==> config.mk <==
export PLATFORM = sky130hd
export DESIGN_NAME = control_unit_flat
export DESIGN_NICKNAME = d
export VERILOG_FILES = /design/src/rtl/cu_pkg.sv /design/src/rtl/control_unit_if.sv /design/src/rtl/reg_decoder_4_to_16.sv /design/src/rtl/control_unit.sv /design/src/flat_wrapper.sv
export SDC_FILE = /design/constraint.sdc
export NUM_CORES = 1
export LEC_CHECK = 0
export ABC_AREA = 1
export CAP_MARGIN = 40
export CELL_PAD_IN_SITES_DETAIL_PLACEMENT = 1
export CELL_PAD_IN_SITES_GLOBAL_PLACEMENT = 1
export CORE_MARGIN = 8
export CORE_UTILIZATION = 28
export CTS_CLUSTER_DIAMETER = 80
export DETAILED_ROUTE_END_ITERATION = 6
export PLACE_DENSITY = 0.77
export SLEW_MARGIN = 20
export SYNTH_ARGS = -nofsm -noshare
export SYNTH_HDL_FRONTEND = slang
export SYNTH_SLANG_ARGS = --single-unit
export TNS_END_PERCENT = 10
==> constraint.sdc <==
create_clock -name clk -period 1.9 [get_ports clk]
set_input_delay 0.38 -clock clk [delete_from_list [all_inputs] [get_ports clk]]
set_output_delay 0.38 -clock clk [all_outputs]
set_load 0.02 [all_outputs]
==> src/rtl/cu_pkg.sv <==
// Shared control-unit definitions: FSM states, ALU opcode constants, strobe bundle.
package cu_pkg;

    typedef enum logic [2:0] {
        FETCH0, FETCH1, FETCH2, EX3, EX4, EX5, EX6, HALTED
    } cu_state_t;

    localparam logic [4:0] OP_ADD  = 5'b00011;
    localparam logic [4:0] OP_SUB  = 5'b00100;
    localparam logic [4:0] OP_SHR  = 5'b00101;
    localparam logic [4:0] OP_SHL  = 5'b00110;
    localparam logic [4:0] OP_ROR  = 5'b00111;
    localparam logic [4:0] OP_ROL  = 5'b01000;
    localparam logic [4:0] OP_AND  = 5'b01001;
    localparam logic [4:0] OP_OR   = 5'b01010;
    localparam logic [4:0] OP_MUL  = 5'b01110;
    localparam logic [4:0] OP_DIV  = 5'b01111;
    localparam logic [4:0] OP_NEG  = 5'b10000;
    localparam logic [4:0] OP_NOT  = 5'b10001;
    localparam logic [4:0] OP_NOP  = 5'b11010;
    localparam logic [4:0] OP_HALT = 5'b11011;

    typedef enum logic [2:0] {
        CLS_NOP, CLS_ALU2, CLS_UNARY, CLS_MULDIV, CLS_HALT
    } op_class_t;

    typedef struct packed {
        logic pc_out;
        logic zlo_out;
        logic zhi_out;
        logic mdr_out;
        logic mar_in;
        logic z_in;
        logic pc_in;
        logic mdr_in;
        logic ir_in;
        logic y_in;
        logic hi_in;
        logic lo_in;
        logic inc_pc;
        logic read;
        logic run;
    } cu_strobe_t;

    function automatic op_class_t op_class(input logic [4:0] op);
        case (op)
            OP_ADD, OP_SUB, OP_SHR, OP_SHL,
            OP_ROR, OP_ROL, OP_AND, OP_OR:  op_class = CLS_ALU2;
            OP_NEG, OP_NOT:                 op_class = CLS_UNARY;
            OP_MUL, OP_DIV:                 op_class = CLS_MULDIV;
            OP_HALT:                        op_class = CLS_HALT;
            OP_NOP:                         op_class = CLS_NOP;
            default:                        op_class = CLS_NOP;
        endcase
    endfunction

endpackage

==> src/rtl/control_unit_if.sv <==
// Control unit <-> datapath bundle: master is the control unit, slave the datapath.
interface control_unit_if;
    logic [31:0] IR;
    logic        mem_rdy;
    logic        PCout, Zlowout, Zhighout, MDRout;
    logic        MARIn, ZIn, PCIn, MDRIn, IRIn, YIn, HiIn, LoIn;
    logic        IncPC, read, run;
    logic [15:0] Rin, Rout;
    logic [4:0]  opcode;

    modport master (
        input  IR, mem_rdy,
        output PCout, Zlowout, Zhighout, MDRout,
        output MARIn, ZIn, PCIn, MDRIn, IRIn, YIn, HiIn, LoIn,
        output IncPC, read, run, Rin, Rout, opcode
    );

    modport slave (
        output IR, mem_rdy,
        input  PCout, Zlowout, Zhighout, MDRout,
        input  MARIn, ZIn, PCIn, MDRIn, IRIn, YIn, HiIn, LoIn,
        input  IncPC, read, run, Rin, Rout, opcode
    );
endinterface

==> src/rtl/reg_decoder_4_to_16.sv <==
// 4-bit register field to one-hot 16-bit select, forced to zero when disabled.
module reg_decoder_4_to_16 (
    input  logic [3:0]  i_sel,
    input  logic        i_en,
    output logic [15:0] o_onehot
);
    for (genvar n = 0; n < 16; n++) begin : g_bit
        assign o_onehot[n] = i_en && (i_sel == 4'(n));
    end
endmodule

==> src/rtl/control_unit.sv <==
// Hardwired fetch/execute control unit with registered Moore strobes.
// Define CU_MEM_WAIT_EN to stretch FETCH1 until mem_rdy is seen.
module control_unit
    import cu_pkg::*;
(
    input  logic           clk,
    input  logic           clr,
    control_unit_if.master cu_bus
);
    cu_state_t   r_state, w_nxt;
    cu_strobe_t  r_stb, w_stb;
    logic [15:0] r_rin, r_rout, w_rin, w_rout;
    logic [4:0]  r_op, w_op;
    logic [3:0]  w_rin_sel, w_rout_sel;
    logic        w_rin_en, w_rout_en;
    logic [3:0]  w_ra, w_rb, w_rc;
    op_class_t   w_cls;
    logic        w_unused;

    assign w_ra     = cu_bus.IR[26:23];
    assign w_rb     = cu_bus.IR[22:19];
    assign w_rc     = cu_bus.IR[18:15];
    assign w_cls    = op_class(cu_bus.IR[31:27]);
    assign w_unused = ^{cu_bus.IR[14:0], cu_bus.mem_rdy};

    always_comb begin
        w_nxt = r_state;
        case (r_state)
            FETCH0: w_nxt = FETCH1;
`ifdef CU_MEM_WAIT_EN
            FETCH1: w_nxt = cu_bus.mem_rdy ? FETCH2 : FETCH1;
`else
            FETCH1: w_nxt = FETCH2;
`endif
            FETCH2: w_nxt = EX3;
            EX3: begin
                case (w_cls)
                    CLS_ALU2, CLS_UNARY, CLS_MULDIV: w_nxt = EX4;
                    CLS_HALT:                        w_nxt = HALTED;
                    default:                         w_nxt = FETCH0;
                endcase
            end
            EX4:     w_nxt = (w_cls == CLS_ALU2 || w_cls == CLS_MULDIV) ? EX5 : FETCH0;
            EX5:     w_nxt = (w_cls == CLS_MULDIV) ? EX6 : FETCH0;
            EX6:     w_nxt = FETCH0;
            HALTED:  w_nxt = HALTED;
            default: w_nxt = FETCH0;
        endcase
        // FETCH0 with run low is the post-clear hold; the first real cycle is FETCH0 again
        if (r_state == FETCH0 && !r_stb.run) w_nxt = FETCH0;
    end

    // Strobes for the state being entered, so they are registered alongside it
    always_comb begin
        w_stb      = '0;
        w_stb.run  = 1'b1;
        w_op       = '0;
        w_rin_en   = 1'b0;
        w_rout_en  = 1'b0;
        w_rin_sel  = w_ra;
        w_rout_sel = w_rb;
        case (w_nxt)
            FETCH0: begin
                w_stb.pc_out = 1'b1;
                w_stb.mar_in = 1'b1;
                w_stb.inc_pc = 1'b1;
                w_stb.z_in   = 1'b1;
            end
            FETCH1: begin
                w_stb.zlo_out = 1'b1;
                w_stb.read    = 1'b1;
                w_stb.mdr_in  = 1'b1;
                w_stb.pc_in   = (r_state != FETCH1);
            end
            FETCH2: begin
                w_stb.mdr_out = 1'b1;
                w_stb.ir_in   = 1'b1;
            end
            EX3: begin
                case (w_cls)
                    CLS_ALU2: begin
                        w_rout_en  = 1'b1;
                        w_stb.y_in = 1'b1;
                    end
                    CLS_UNARY: begin
                        w_rout_en  = 1'b1;
                        w_op       = cu_bus.IR[31:27];
                        w_stb.z_in = 1'b1;
                    end
                    CLS_MULDIV: begin
                        w_rout_en  = 1'b1;
                        w_rout_sel = w_ra;
                        w_stb.y_in = 1'b1;
                    end
                    default: ;
                endcase
            end
            EX4: begin
                case (w_cls)
                    CLS_ALU2, CLS_MULDIV: begin
                        w_rout_en  = 1'b1;
                        w_rout_sel = (w_cls == CLS_ALU2) ? w_rc : w_rb;
                        w_op       = cu_bus.IR[31:27];
                        w_stb.z_in = 1'b1;
                    end
                    CLS_UNARY: begin
                        w_stb.zlo_out = 1'b1;
                        w_rin_en      = 1'b1;
                    end
                    default: ;
                endcase
            end
            EX5: begin
                w_stb.zlo_out = 1'b1;
                w_rin_en      = (w_cls == CLS_ALU2);
                w_stb.lo_in   = (w_cls == CLS_MULDIV);
            end
            EX6: begin
                w_stb.zhi_out = 1'b1;
                w_stb.hi_in   = 1'b1;
            end
            HALTED:  w_stb.run = 1'b0;
            default: ;
        endcase
    end

    reg_decoder_4_to_16 u_rin_dec  (.i_sel(w_rin_sel),  .i_en(w_rin_en),  .o_onehot(w_rin));
    reg_decoder_4_to_16 u_rout_dec (.i_sel(w_rout_sel), .i_en(w_rout_en), .o_onehot(w_rout));

    always_ff @(posedge clk) begin
        if (clr) begin
            r_state <= FETCH0;
            r_stb   <= '0;
            r_rin   <= '0;
            r_rout  <= '0;
            r_op    <= '0;
        end else begin
            r_state <= w_nxt;
            r_stb   <= w_stb;
            r_rin   <= w_rin;
            r_rout  <= w_rout;
            r_op    <= w_op;
        end
    end

    assign cu_bus.PCout    = r_stb.pc_out;
    assign cu_bus.Zlowout  = r_stb.zlo_out;
    assign cu_bus.Zhighout = r_stb.zhi_out;
    assign cu_bus.MDRout   = r_stb.mdr_out;
    assign cu_bus.MARIn    = r_stb.mar_in;
    assign cu_bus.ZIn      = r_stb.z_in;
    assign cu_bus.PCIn     = r_stb.pc_in;
    assign cu_bus.MDRIn    = r_stb.mdr_in;
    assign cu_bus.IRIn     = r_stb.ir_in;
    assign cu_bus.YIn      = r_stb.y_in;
    assign cu_bus.HiIn     = r_stb.hi_in;
    assign cu_bus.LoIn     = r_stb.lo_in;
    assign cu_bus.IncPC    = r_stb.inc_pc;
    assign cu_bus.read     = r_stb.read;
    assign cu_bus.run      = r_stb.run;
    assign cu_bus.Rin      = r_rin;
    assign cu_bus.Rout     = r_rout;
    assign cu_bus.opcode   = r_op;

endmodule
==> src/flat_wrapper.sv <==
// flat-port wrapper written by rule: the top's interface ports become plain ports
module control_unit_flat import cu_pkg::*;
  (clk, clr, cu_bus_IR, cu_bus_mem_rdy, cu_bus_PCout, cu_bus_Zlowout, cu_bus_Zhighout, cu_bus_MDRout, cu_bus_MARIn, cu_bus_ZIn, cu_bus_PCIn, cu_bus_MDRIn, cu_bus_IRIn, cu_bus_YIn, cu_bus_HiIn, cu_bus_LoIn, cu_bus_IncPC, cu_bus_read, cu_bus_run, cu_bus_Rin, cu_bus_Rout, cu_bus_opcode);
  control_unit_if cu_bus_i ();
  input  logic clk;
  input  logic clr;
  input wire logic [$bits(cu_bus_i.IR)-1:0] cu_bus_IR;
  input wire logic [$bits(cu_bus_i.mem_rdy)-1:0] cu_bus_mem_rdy;
  output wire logic [$bits(cu_bus_i.PCout)-1:0] cu_bus_PCout;
  output wire logic [$bits(cu_bus_i.Zlowout)-1:0] cu_bus_Zlowout;
  output wire logic [$bits(cu_bus_i.Zhighout)-1:0] cu_bus_Zhighout;
  output wire logic [$bits(cu_bus_i.MDRout)-1:0] cu_bus_MDRout;
  output wire logic [$bits(cu_bus_i.MARIn)-1:0] cu_bus_MARIn;
  output wire logic [$bits(cu_bus_i.ZIn)-1:0] cu_bus_ZIn;
  output wire logic [$bits(cu_bus_i.PCIn)-1:0] cu_bus_PCIn;
  output wire logic [$bits(cu_bus_i.MDRIn)-1:0] cu_bus_MDRIn;
  output wire logic [$bits(cu_bus_i.IRIn)-1:0] cu_bus_IRIn;
  output wire logic [$bits(cu_bus_i.YIn)-1:0] cu_bus_YIn;
  output wire logic [$bits(cu_bus_i.HiIn)-1:0] cu_bus_HiIn;
  output wire logic [$bits(cu_bus_i.LoIn)-1:0] cu_bus_LoIn;
  output wire logic [$bits(cu_bus_i.IncPC)-1:0] cu_bus_IncPC;
  output wire logic [$bits(cu_bus_i.read)-1:0] cu_bus_read;
  output wire logic [$bits(cu_bus_i.run)-1:0] cu_bus_run;
  output wire logic [$bits(cu_bus_i.Rin)-1:0] cu_bus_Rin;
  output wire logic [$bits(cu_bus_i.Rout)-1:0] cu_bus_Rout;
  output wire logic [$bits(cu_bus_i.opcode)-1:0] cu_bus_opcode;
  assign cu_bus_i.IR = cu_bus_IR;
  assign cu_bus_i.mem_rdy = cu_bus_mem_rdy;
  assign cu_bus_PCout = cu_bus_i.PCout;
  assign cu_bus_Zlowout = cu_bus_i.Zlowout;
  assign cu_bus_Zhighout = cu_bus_i.Zhighout;
  assign cu_bus_MDRout = cu_bus_i.MDRout;
  assign cu_bus_MARIn = cu_bus_i.MARIn;
  assign cu_bus_ZIn = cu_bus_i.ZIn;
  assign cu_bus_PCIn = cu_bus_i.PCIn;
  assign cu_bus_MDRIn = cu_bus_i.MDRIn;
  assign cu_bus_IRIn = cu_bus_i.IRIn;
  assign cu_bus_YIn = cu_bus_i.YIn;
  assign cu_bus_HiIn = cu_bus_i.HiIn;
  assign cu_bus_LoIn = cu_bus_i.LoIn;
  assign cu_bus_IncPC = cu_bus_i.IncPC;
  assign cu_bus_read = cu_bus_i.read;
  assign cu_bus_run = cu_bus_i.run;
  assign cu_bus_Rin = cu_bus_i.Rin;
  assign cu_bus_Rout = cu_bus_i.Rout;
  assign cu_bus_opcode = cu_bus_i.opcode;
  control_unit u_core (.clk(clk), .clr(clr), .cu_bus(cu_bus_i));
endmodule
# After elaboration in Yosys (flattened, before gate mapping)

Memory sizes are Yosys's and may differ from the RTL's.
Cells that the tools add are included.

Equal/unequal tests: 49
Multiplexer cells: 25
Bitwise gates (word level): 3
Reduce and logical (&&, ||, !) cells: 45

Operators with widths:

| kind                                                  | count |
|---|---|
| == test 4 bit, second input constant                  | 16 |
| logical AND 1 bit                                     | 33 |
| == test 4 x 3 -> 1 bit, second input constant         | 8 |
| == test 3 bit, second input constant                  | 9 |
| case mux 3 bit (8 select lines)                       | 1 |
| == test 3 x 2 -> 1 bit, second input constant         | 6 |
| == test 4 x 2 -> 1 bit, second input constant         | 4 |
| 2-to-1 mux 4 bit                                      | 3 |
| 2-to-1 mux 5 bit                                      | 2 |
| case mux 5 bit (2 select lines)                       | 1 |
| OR reduction 2 bit                                    | 5 |
| == test 3 x 1 -> 1 bit, second input constant         | 3 |
| 2-to-1 mux 1 bit                                      | 9 |
| 2-to-1 mux 3 bit                                      | 3 |
| == test 4 x 1 -> 1 bit, second input constant         | 2 |
| zero test 4 bit                                       | 2 |
| case mux 4 bit (2 select lines)                       | 1 |
| zero test 3 bit                                       | 2 |
| case mux 1 bit (2 select lines)                       | 3 |
| case mux 3 bit (2 select lines)                       | 1 |
| inequality test 3 x 1 -> 1 bit, second input constant | 1 |
| NOT 1 bit                                             | 3 |
| case mux 1 bit (3 select lines)                       | 1 |
| OR reduction 3 bit                                    | 1 |
| other kinds (2)                                       | 2 |

Bits in registers: 51
Bits in read-only memories: 96
Input port bits: 35
Output and inout bits: 52
Word-level logic and storage cells: 138
Memories: 1

Memories:

| memory           | words | bits a word | read ports | clocked after memory_dff | wr ports | RTL line     | RTL |
|---|---|---|---|---|---|---|---|
| (name not given) | 32    | 3           | 1          | 0                        | 0        | cu_pkg.sv:46 | `case (op)` |

# Logic depth before layout (Yosys ltp)

Gate-level depths: netlist (run 1).
An unclocked memory read counts as a cell.

Word-level depth: 10
Depth in mapped cells: 16
Gate-level depth less buffers: 16

# By module

A second synthesis (run 1) with hierarchy kept.

Cell total of the unflattened synthesis: 315
Area, all modules: 2247.2 um^2

Modules (own cells, without submodules):

| module              | instances | cells an instance | area an instance (um^2) | seq. area each (um^2) |
|---|---|---|---|---|
| control_unit        | 1         | 251               | 1994.4                  | 1001.0 |
| reg_decoder_4_to_16 | 2         | 32                | 126.4                   | 0.0 |

# Least setup slack after synthesis (run 1)

OpenSTA, ideal clock, no wires.

Path kind: input -> register
From: input port cu_bus_IR[31]
To: register u_core.r_rout[10], in the netlist u_core.cu_bus.Rout[10]
Setup time: 0.066 ns
Arrival: 1.614 ns
Required time: 1.834 ns
Setup slack: 0.220 ns
Cell stages on the path: 13
Path buffers: 1
Path through: inv_1 > nand4_1 > buf_2 > nand2_1 > nor2_2 > nand2_1 > o21ai_0 > nand3_1 > nand2_1 > inv_1 > o21ai_1 > nand2_1 > nor2_1

Longest elaborated chain between the ends: 10
Elaborated cells between the ends (all ways): 24
Classes of those cells: 7 x eq/ne; 12 x mux; 4 x reduce/logical; 1 x memory

RTL lines:

| item                                                                    | RTL line                               | RTL |
|---|---|---|
| from (decl)                                                             | flat_wrapper.sv:7                      | `input wire logic [$bits(cu_bus_i.IR)-1:0] cu_bus_IR;` |
| memory (32 x 3 bit) *                                                   | -                                      |  |
| == test 3 x 2 -> 1 bit, or another cell as far along                    | control_unit.sv:37, control_unit.sv:80 |  |
| OR reduction 3 bit (no source line) or logical OR 1 bit (tied branches) | -                                      |  |
| case mux 3 bit (2 select lines) or 2-to-1 mux 3 bit (tied branches)     | control_unit.sv:37, control_unit.sv:43 |  |
| case mux 3 bit (8 select lines)                                         | control_unit.sv:28                     | `case (r_state)` |
| 2-to-1 mux 3 bit                                                        | control_unit.sv:50                     | `if (r_state == FETCH0 && !r_stb.run) w_nxt = FETCH0;` |
| == test 3 bit or == test 3 x 2 -> 1 bit (tied branches)                 | control_unit.sv:62                     | `case (w_nxt)` |
| case mux 4 bit (2 select lines)                                         | control_unit.sv:62                     |  |
| == test 4 bit                                                           | reg_decoder_4_to_16.sv:8               | `assign o_onehot[n] = i_en && (i_sel == 4'(n));` |
| logical AND 1 bit *                                                     | reg_decoder_4_to_16.sv:8               |  |
| to (signal assigned)                                                    | control_unit.sv:141                    | `r_rout <= w_rout;` |
| to (decl)                                                               | control_unit.sv:12                     | `logic [15:0] r_rin, r_rout, w_rin, w_rout;` |

Every way passes the cells marked *; elsewhere a longest branch is shown, timed or not.
A chain may end at the register's enable or synchronous reset.

# Worst setup path after layout (run 1)

From: register u_core.r_state[0]
To: register u_core.r_rin[3], in the netlist u_core.cu_bus.Rin[3]

Longest elaborated chain between the ends: 6
Elaborated cells between the ends (all ways): 15
Classes of those cells: 9 x eq/ne; 3 x mux; 3 x reduce/logical

RTL lines:

| item                                                                 | RTL line                               | RTL |
|---|---|---|
| from (decl)                                                          | control_unit.sv:10                     | `cu_state_t r_state, w_nxt;` |
| from (signal assigned)                                               | control_unit.sv:138                    | `r_state <= w_nxt;` |
| == test 3 bit, or another cell as far along                          | control_unit.sv:28                     |  |
| case mux 3 bit (8 select lines) or logical AND 1 bit (tied branches) | control_unit.sv:28, control_unit.sv:50 |  |
| 2-to-1 mux 3 bit *                                                   | control_unit.sv:50                     |  |
| == test 3 bit                                                        | control_unit.sv:62                     |  |
| case mux 1 bit (2 select lines) *                                    | control_unit.sv:62                     |  |
| logical AND 1 bit *                                                  | reg_decoder_4_to_16.sv:8               |  |
| to (signal assigned)                                                 | control_unit.sv:140                    | `r_rin <= w_rin;` |
| to (decl)                                                            | control_unit.sv:12                     |  |

Marks and branches as above.

==> flow_summary.json, run 1 <==
{
  "skew_ns": 0.01323,
  "dp_slack_ns": -0.6851,
  "relSlewSlack": 0.7225,
  "clock_sinks": 50,
  "intPower_mw": 1.685,
  "fmax_mhz": 530.2,
  "io_buffers": 70,
  "r2r_end": "u_core.cu_bus.Rin[3]",
  "area_growth_pct": 70.03,
  "synth.area.top_cells": "dfxtp_1 (51%), nor2_1 (9.6%), nand2_1 (9.1%), inv_1 (5.6%), nand3_1 (4.4%)",
  "maxCapViolCount": 0,
  "yosysWarningCount": 0,
  "synth_top_area_cell": "dfxtp_1",
  "cts_buffers": 5,
  "nets": 395,
  "drtAntennaViolNets": 0,
  "min_to": "u_core.cu_bus.opcode[0]",
  "start_util": 0.2880,
  "gr-usage-all-layers": 0.1326,
  "die_w_um": 99.36,
  "switching_share": 0.2785,
  "antenna_found_initial": 0,
  "antenna_cells": 0,
  "setup_ws_ns": 0.01408,
  "pwr-share-clk": 0.310,
  "power.density_nw_per_um2": 706.1,
  "synth_edf_count": 0,
  "p_seq_frac": 0.468,
  "tightest_slew_ns": 0.4162,
  "crit_slowest_cell": "dfxtp_4",
  "dr.pass1.iters": 4,
  "critPathRequiredTime_ns": 2.14,
  "coreArea_um2": 6756,
  "avgSynthCellArea_um2": 7.721,
  "worstPathArrival_ns": 2.13,
  "io_pins": 87,
  "synth_area_um2": 1946,
  "drc": 0,
  "grt_max_degree": 16,
  "cpMostUsedCell": "nand2_4",
  "wl_per_cell_um": 15.93,
  "setup_violations": 0,
  "holdCritStartpoint": "cu_bus_IR[27]",
  "regToRegStartpoint": "u_core.r_state[0]",
  "clk_latency_ns": 0.30,
  "power_frac_comb": 0.222,
  "synth_cell_types": 27,
  "num_vias": 2044,
  "synth_ff_type": "dfxtp_1",
  "layout_commonest_cell": "clkdlybuf4s50_1",
  "cts-root-buf": "clkbuf_8",
  "final_cell_mix": "clkdlybuf4s50_1 (65), dfxtp_1 (47), nor2_1 (39)",
  "fin_crit_sh": 0.9926,
  "cts_tree": "built",
  "die_y_um": 99.36,
  "gp_congestion": 0.8610,
  "p_sw_mw": 0.6505,
  "max_stage_delay_ns": 0.44,
  "first_iter_violations": 58,
  "num_rows": 30,
  "rsz0062_at_grt": "true",
  "finalMaxSlewViolations": 0,
  "synth.top_cell.area_share": 0.5145,
  "leakage_nw": 1.386,
  "crit_start": "u_core.r_state[0]",
  "ir_drop_mv": 0.3387,
  "finalHoldViolCount": 0,
  "cp_max_fo": 7,
  "fin_crit_ns": 1.886,
  "end_kind": "register",
  "hp-class": "in2reg",
  "cts.clk_slew.worst_paths_ns": 0.09,
  "rrSetupSlack_ns": 0.01,
  "grt_pass1_vias": 2134,
  "drive_gt1_frac": 0.3167,
  "die_area_um2": 9872,
  "clk_path_buf_depth": 2,
  "seq_area_frac_synth": 0.5145,
  "dp_hpwl_um": 4869,
  "wirelength_um": 7009,
  "ctsHoldBuffers": 0,
  "outcome": "finished, final reports clean",
  "htreeDepth": 2,
  "synth_cells": 252,
  "fin_hold_ws_ns": 0.3661,
  "grt_pass1_wl_um": 10480,
  "synth.net_count": 287,
  "fillers": 799,
  "hold_depth": 3,
  "overflow": 0,
  "r2r_cells": 10,
  "start_kind": "register",
  "vias_per_cell": 4.645,
  "ys_seq_elements": 50,
  "async_flop_share": 0,
  "crit_path_cell_trace": "o21ai_1 -> nand2_1 -> nand3b_1 -> nor2_4 -> nand2_4 -> inv_4 -> nand2_4 -> o31ai_4 -> nand3_2 -> nor2_1",
  "worstSetupPathType": "reg2reg"
}
-- state kept, by name, summed over array words and instances (netlist names) --
register / count
u_core.cu_bus.Zlowout: 1
u_core.cu_bus.PCIn: 1
u_core.cu_bus.ZIn: 1
u_core.cu_bus.run: 1
u_core.cu_bus.Rin: 16
u_core.r_state: 3
u_core.cu_bus.Zhighout: 1
u_core.cu_bus.YIn: 1
u_core.cu_bus.Rout: 16
u_core.cu_bus.MDRout: 1
u_core.cu_bus.MDRIn: 1
u_core.cu_bus.PCout: 1
u_core.cu_bus.opcode: 5
u_core.cu_bus.LoIn: 1
-- per-layer routing --
| metal | up-vias | wire length (um) | global-route usage |
|---|---|---|---|
| met3 | 12 | 475 | 0.04539 |
| li1 | 994 | - | - |
| met2 | 51 | 3606 | 0.2345 |
| met5 | - | 0 | 0 |
| met1 | 987 | 2778 | 0.1416 |
| met4 | 0 | 149 | 0.05122 |
-- how the worst max path moves through the flow --
stage / slack [ns] / cells past startpoint / end
4_1_cts: 0.02 / 15 / u_core.cu_bus.Rout[9]
2_1_floorplan: 0.22 / 13 / u_core.cu_bus.Rout[10]
5_1_grt: -0.12 / 10 / u_core.cu_bus.Rin[3]
3_5_place_dp: -0.69 / 10 / u_core.cu_bus.Rout[9]
6_report: 0.01 / 10 / u_core.cu_bus.Rin[3]
3_3_place_gp: -0.55 / 12 / u_core.cu_bus.Rout[4]
-- layout make-up --
type                    instances  area [um2]  share of cell area
clock inverters                 2       38.79             0.01172
multi-input cells             159       973.4              0.2943
repair buffers                109       972.2              0.2939
clock buffers                   5       68.82             0.02080
inverters                      35       142.6             0.04312
flip-flops and latches         50        1012              0.3060
well taps                      80       100.1             0.03026
-- cell families (layout without fill, tap and decap cells) --
logic type	after synthesis	in the layout	synth area share
compound gates	17	17	0.05659
buf+inv	43	151	0.09325
flops	50	50	0.5145
simple gates	142	142	0.3357
-- synth_stat cells, types with 3 or more instances --
master    n
dfxtp_1  50
nor2_1   50
nand2_1  47
inv_1    29
nand3_1  17
nor3_1   10
o21ai_0   9
buf_4     5
inv_2     5
nand3_2   4
nand4_1   3
o21ai_1   3
-- timing repair --
action,4_1_cts,5_1_grt
pin swaps,13,20
resized for setup,36,46
endpoints found under the setup margin,39,38
setup buffers,5,9
cloned,0,0
hold endpoints to repair,0,0
-- through the flow --
stage	utilization	power (mW)	setup TNS (ns)	cell area, um2	std cells
final	0.4896	2.336	0	3308	440
after global routing	0.4896	2.441	-2.068	3308	440
after CTS	0.4630	2.298	0	3128	431
after detailed placement	0.4269	1.514	-23.42	2884	419
after global placement	0.4269	1.502	-19.51	2884	419
after floorplan	-	1.328	0	1946	252
-- power by group through the flow --
| stage | combinational [mW] | clock, mW | sequential, mW |
|---|---|---|---|
| floorplan | 0.199 | 0 | 1.13 |
| global placement | 0.394 | 0 | 1.11 |
| detailed placement | 0.404 | 0 | 1.11 |
| CTS | 0.459 | 0.753 | 1.09 |
| global route | 0.561 | 0.782 | 1.10 |
| finish | 0.518 | 0.725 | 1.09 |
-- worst max-delay path, delay by kind of cell (launching register included) --
family                 cells  cell delay, ns
and+or+nand+nor            7            1.08
DFF                        1            0.44
AOI/OAI and AO/OA          2            0.20
buffers and inverters      1            0.09
(Power assumes the default switching activity.)
==> run 2, diff against run 1 <==
--- a/config.mk
+++ b/config.mk
@@ -10,10 +10,10 @@
 export CELL_PAD_IN_SITES_DETAIL_PLACEMENT = 1
 export CELL_PAD_IN_SITES_GLOBAL_PLACEMENT = 1
 export CORE_MARGIN = 8
-export CORE_UTILIZATION = 28
+export CORE_UTILIZATION = 31
 export CTS_CLUSTER_DIAMETER = 80
 export DETAILED_ROUTE_END_ITERATION = 6
-export PLACE_DENSITY = 0.77
+export PLACE_DENSITY = 0.84
 export SLEW_MARGIN = 20
 export SYNTH_ARGS = -nofsm -noshare
 export SYNTH_HDL_FRONTEND = slang
==> constraint.sdc (replaced) <==
create_clock -name clk -period 2.3 [get_ports clk]
set_input_delay 0.46 -clock clk [delete_from_list [all_inputs] [get_ports clk]]
set_output_delay 0.46 -clock clk [all_outputs]
set_load 0.02 [all_outputs]
==> run 2 against run 1 <==
Sequential share of layout area is 1.7 points higher. Sequential cell count stayed put. Count of clock-buffer cells in the layout is 2 higher. Die area is 8.2% lower. Core utilization is 0.97 points higher. Critical path depth is 5 higher. Cell area is 6.4% lower. Register-to-register slack better by 0.28 ns. First-iteration DRC count is 3.4% higher. Global-route usage hardly changed. Critical endpoint is now u_core.cu_bus.Rin[13]. Largest cell class unchanged.
==> flow_summary.json, run 2 (synthesis gave the netlist of run 1 again) <==
{
  "outcome": "finished, final reports clean",
  "drc": 0,
  "fin_crit_sh": 0.9525,
  "placed_cell_area_um2": 2865,
  "io_pins": 87,
  "relSlewSlack": 0.7579,
  "finalMaxSlewViolations": 0,
  "io_buffers": 70,
  "wirelength_um": 6405,
  "leakage_nw": 1.346,
  "fin_cells": 428,
  "setup_violations": 0,
  "num_rows": 29,
  "skew_ns": 0.01052,
  "final_area_um2": 3098,
  "finalHoldViolCount": 0,
  "finish.utilization": 0.4993,
  "gp_congestion": 0.8729,
  "gr-usage-all-layers": 0.1327,
  "htreeDepth": 2,
  "clock_sinks": 50,
  "start_kind": "primary input",
  "grt_max_degree": 16,
  "cts_tree": "built",
  "drtAntennaViolNets": 0,
  "clk_path_buf_depth": 2,
  "overflow": 0,
  "dr.pass1.iters": 4,
  "power.density_nw_per_um2": 593.7,
  "worstPathArrival_ns": 2.44,
  "vias_per_cell": 4.629,
  "tightest_slew_ns": 0.3593,
  "die_area_um2": 9067,
  "first_iter_violations": 60,
  "cp_max_fo": 6,
  "num_vias": 1981,
  "clk_latency_ns": 0.30,
  "start_util": 0.3136,
  "ir_drop_mv": 0.2738,
  "die_y_um": 95.22,
  "area_growth_pct": 59.23,
  "cts-root-buf": "clkbuf_8",
  "ctsHoldBuffers": 0,
  "maxCapViolCount": 0,
  "grt_pass1_vias": 2069,
  "fin_crit_ns": 2.191,
  "cts_buffers": 5,
  "fmax_mhz": 456.5,
  "coreArea_um2": 6205,
  "layout_commonest_cell": "clkdlybuf4s50_1",
  "wl_per_cell_um": 14.96,
  "antenna_cells": 0,
  "end_kind": "register",
  "hp-class": "reg2reg",
  "nets": 385,
  "critPathRequiredTime_ns": 2.54,
  "rsz0062_at_grt": "true",
  "cts.clk_slew.worst_paths_ns": 0.09,
  "die_w_um": 95.22,
  "grt_pass1_wl_um": 9432,
  "drive_gt1_frac": 0.2165,
  "final_cell_mix": "clkdlybuf4s50_1 (66), dfxtp_1 (50), nand2_1 (45), nor2_1 (45)",
  "dp_cells": 414,
  "dp_hpwl_um": 4671,
  "worstSetupPathType": "in2reg",
  "antenna_found_initial": 0
}
run 2: cell types whose count changed in the layout (fill, tap and decap cells not counted), sizes merged:
cell / delta
dlymetal6s2s: +4
clkinv: -1
bufinv: -1
buf: -11
clkdlybuf4s50: +1
clkbuf: -2
inv: +1
run 2: report_power, final:
| part | switching [mW] | leakage [nW] | total [mW] | internal [mW] |
|---|---|---|---|---|
| registers | 0.0116 | 0.405 | 0.896 | 0.884 |
| clock network | 0.290 | 0.0544 | 0.566 | 0.276 |
| logic | 0.212 | 0.887 | 0.378 | 0.166 |
| total | 0.513 | 1.35 | 1.84 | 1.33 |
run 2: through the flow:
step	setup slack, ns	total power [mW]	hold WS (ns)	setup TNS (ns)
after CTS	-0.04485	1.816	0.5995	-0.1573
after global routing	-0.06760	1.919	0.6056	-0.7608
after detailed placement	-0.3086	1.253	0.5832	-7.951
final	0.1094	1.839	0.5832	0
after floorplan	0.5404	1.097	0.5161	0
after global placement	-0.2119	1.243	0.5574	-6.052
run 2: layer usage:
layer / wire, um / vias to the layer above / track usage
met5: 0 / - / 0
met4: 171 / 0 / 0.03771
met3: 520 / 16 / 0.05354
met2: 3205 / 61 / 0.2411
met1: 2507 / 929 / 0.1369
li1: - / 975 / -
run 2: worst paths after layout:
check / slack, ns / endpoint / from / depth (start not counted)
setup / recovery: 0.11 / u_core.cu_bus.Rin[13] / cu_bus_IR[27] / 15
hold / removal: 0.58 / u_core.cu_bus.PCIn / u_core.cu_bus.run / 2
setup reg to reg: 0.29 / u_core.cu_bus.Rin[13] / u_core.r_state[2] / 12
hold reg to reg: 0.58 / u_core.cu_bus.PCIn / u_core.cu_bus.run / 2
run 2: final cells by class:
cell class / instances / area (um2)
Clock buffer: 7 / 96.34
Clock inverter: 1 / 8.758
Fill cell: 747 / 3107
Inverter: 35 / 131.4
Multi-Input combinational cell: 159 / 832.0
Sequential cell: 50 / 1001
Tap cell: 77 / 96.34
Timing Repair Buffer: 99 / 932.1
run 2: what timing repair did:
| item | 4_1_cts | 5_1_grt |
|---|---|---|
| buffers inserted | 0 | 6 |
| pin swaps | 2 | 14 |
| resized for setup | 2 | 22 |
| setup endpoints to repair | 9 | 31 |
run 2: worst max-delay path: stages:
cell             delay (ns)
clkdlybuf4s50_1        0.51
nand2_1                0.08
nand3_1                0.09
nand2_1                0.07
inv_2                  0.08
nand3_2                0.10
nand2_1                0.09
nor2_1                 0.05
nand2_2                0.16
nand2_4                0.10
inv_2                  0.08
nand2_1                0.10
o31ai_4                0.12
nand3_2                0.19
nor2_1                 0.14
==> run 3, diff against run 2 <==
--- a/config.mk
+++ b/config.mk
@@ -10,10 +10,12 @@
 export CELL_PAD_IN_SITES_DETAIL_PLACEMENT = 1
 export CELL_PAD_IN_SITES_GLOBAL_PLACEMENT = 1
 export CORE_MARGIN = 8
-export CORE_UTILIZATION = 31
+export CORE_UTILIZATION = 28
 export CTS_CLUSTER_DIAMETER = 80
+export CTS_CLUSTER_SIZE = 8
 export DETAILED_ROUTE_END_ITERATION = 6
-export PLACE_DENSITY = 0.84
+export HOLD_SLACK_MARGIN = 0.06
+export PLACE_DENSITY = 0.77
 export SLEW_MARGIN = 20
 export SYNTH_ARGS = -nofsm -noshare
 export SYNTH_HDL_FRONTEND = slang
==> constraint.sdc (replaced) <==
create_clock -name clk -period 2.15 [get_ports clk]
set_input_delay 0.43 -clock clk [delete_from_list [all_inputs] [get_ports clk]]
set_output_delay 0.43 -clock clk [all_outputs]
set_load 0.02 [all_outputs]
==> run 3 against run 2 <==
Global-route usage down 0.66 points. Highest routed layer unchanged. Routed wire length decreased by 2.3%. Core utilization is 3.4 points lower. Critical path depth fell by 4. Die area increased by 8.9%. Clock skew grew 0.0014 ns. Hold slack worse by 0.15 ns.
==> flow_summary.json, run 3 (synthesis gave the netlist of run 1 again) <==
{
  "nets": 385,
  "worstPathArrival_ns": 2.23,
  "final_cell_mix": "clkdlybuf4s50_1 (65), dfxtp_1 (50), nor2_1 (44)",
  "grt_pass1_wl_um": 10010,
  "vias_per_cell": 4.538,
  "gp_congestion": 0.8001,
  "num_vias": 1956,
  "dp_cells": 416,
  "fin_hold_ws_ns": 0.4360,
  "clk_latency_ns": 0.30,
  "power.density_nw_per_um2": 607.0,
  "drc": 0,
  "dp_hpwl_um": 4663,
  "hp-class": "in2reg",
  "worstSetupPathType": "reg2reg",
  "start_kind": "register",
  "die_w_um": 99.36,
  "finalHoldViolCount": 0,
  "clock_sinks": 50,
  "skew_ns": 0.01190,
  "tightest_slew_ns": 0.3575,
  "leakage_nw": 1.364,
  "setup_ws_ns": 0.1632,
  "overflow": 0,
  "antenna_cells": 0,
  "ctsHoldBuffers": 0,
  "die_y_um": 99.36,
  "cts.clk_slew.worst_paths_ns": 0.09,
  "cp_max_fo": 6,
  "wl_per_cell_um": 14.52,
  "first_iter_violations": 22,
  "setup_violations": 0,
  "drive_gt1_frac": 0.2308,
  "end_kind": "register",
  "dp_slack_ns": -0.3685,
  "clk_path_buf_depth": 2,
  "final_area_um2": 3146,
  "io_buffers": 70,
  "relSlewSlack": 0.7591,
  "coreArea_um2": 6756,
  "cts-root-buf": "clkbuf_8",
  "antenna_found_initial": 0,
  "wirelength_um": 6259,
  "area_growth_pct": 61.67,
  "start_util": 0.2880,
  "fin_crit_ns": 1.987,
  "fin_cells": 431,
  "num_rows": 30,
  "cts_tree": "built",
  "dr.pass1.iters": 4,
  "maxCapViolCount": 0,
  "ir_drop_mv": 0.2904,
  "rsz0062_at_grt": "false",
  "fin_crit_sh": 0.9241,
  "drtAntennaViolNets": 0,
  "die_area_um2": 9872,
  "io_pins": 87,
  "critPathRequiredTime_ns": 2.39,
  "cts_buffers": 5,
  "power_mw": 1.909,
  "grt_pass1_vias": 2104,
  "grt_max_degree": 16,
  "gr-usage-all-layers": 0.1261,
  "fmax_mhz": 503.3,
  "outcome": "finished, final reports clean",
  "placed_cell_area_um2": 2861,
  "finalMaxSlewViolations": 0,
  "layout_commonest_cell": "clkdlybuf4s50_1",
  "htreeDepth": 2
}
## run 3: cell count changes in the layout (fill, tap and decap cells not counted), moves of 2 or more
cell | previous run | this run
nand2_4 | 2 | 4
nand2_2 | 4 | 6
nand2_1 | 45 | 41
clkbuf_8 | 7 | 5
## run 3: power breakdown
group,internal (mW),switching [mW]
clock,0.230,0.302
combinational,0.187,0.232
sequential,0.946,0.0126
## run 3: metrics by stage
step | utilization | TNS (ns)
after floorplan | - | 0
after global placement | 0.4235 | -9.924
after detailed placement | 0.4235 | -11.76
after CTS | 0.4478 | 0
after global routing | 0.4656 | 0
final | 0.4656 | 0
## run 3: final timing paths
path                          start                 endpoint  slack (ns)  cells after the start
setup reg to reg  u_core.r_state[2]    u_core.cu_bus.Rout[3]        0.16                     11
hold / removal        cu_bus_IR[27]  u_core.cu_bus.opcode[0]        0.44                      3
hold reg to reg   u_core.r_state[0]     u_core.cu_bus.MDRout        0.61                      2
setup / recovery  u_core.r_state[2]    u_core.cu_bus.Rout[3]        0.16                     11
## run 3: layout make-up
| class | instances | area, um2 |
|---|---|---|
| fillers | 827 | 3611 |
| flip-flops and latches | 50 | 1001 |
| repair buffers | 99 | 934.6 |
| multi-input cells | 159 | 892.1 |
| inverters | 35 | 131.4 |
| well taps | 80 | 100.1 |
| clock buffers | 6 | 72.57 |
| clock inverters | 2 | 13.76 |
## run 3: timing repair
action                                  in CTS  in global routing
buffers inserted                             4                  3
pin swaps                                    7                 16
endpoints found under the setup margin      22                 38
gates resized for setup                     11                 26
## run 3: metal layers
layer  vias to the layer above  part of all wire  track usage
met5                         -                 0            0
met4                         0            0.0097      0.03143
met3                         6             0.082      0.05726
met2                        46              0.50       0.2273
met1                       929              0.41       0.1290
li1                        975                 -            -
## run 3: worst max-delay path: stages, from the launching register on
cell and delay (ns):
dfxtp_1 0.45, inv_1 0.12, nand3_1 0.12, nand2_1 0.07, nand3b_1 0.22, nor2_4 0.25
nand2_4 0.11, nand2_4 0.11, nor2_1 0.06, nor2_2 0.15, nand3_2 0.13, nor2_1 0.13
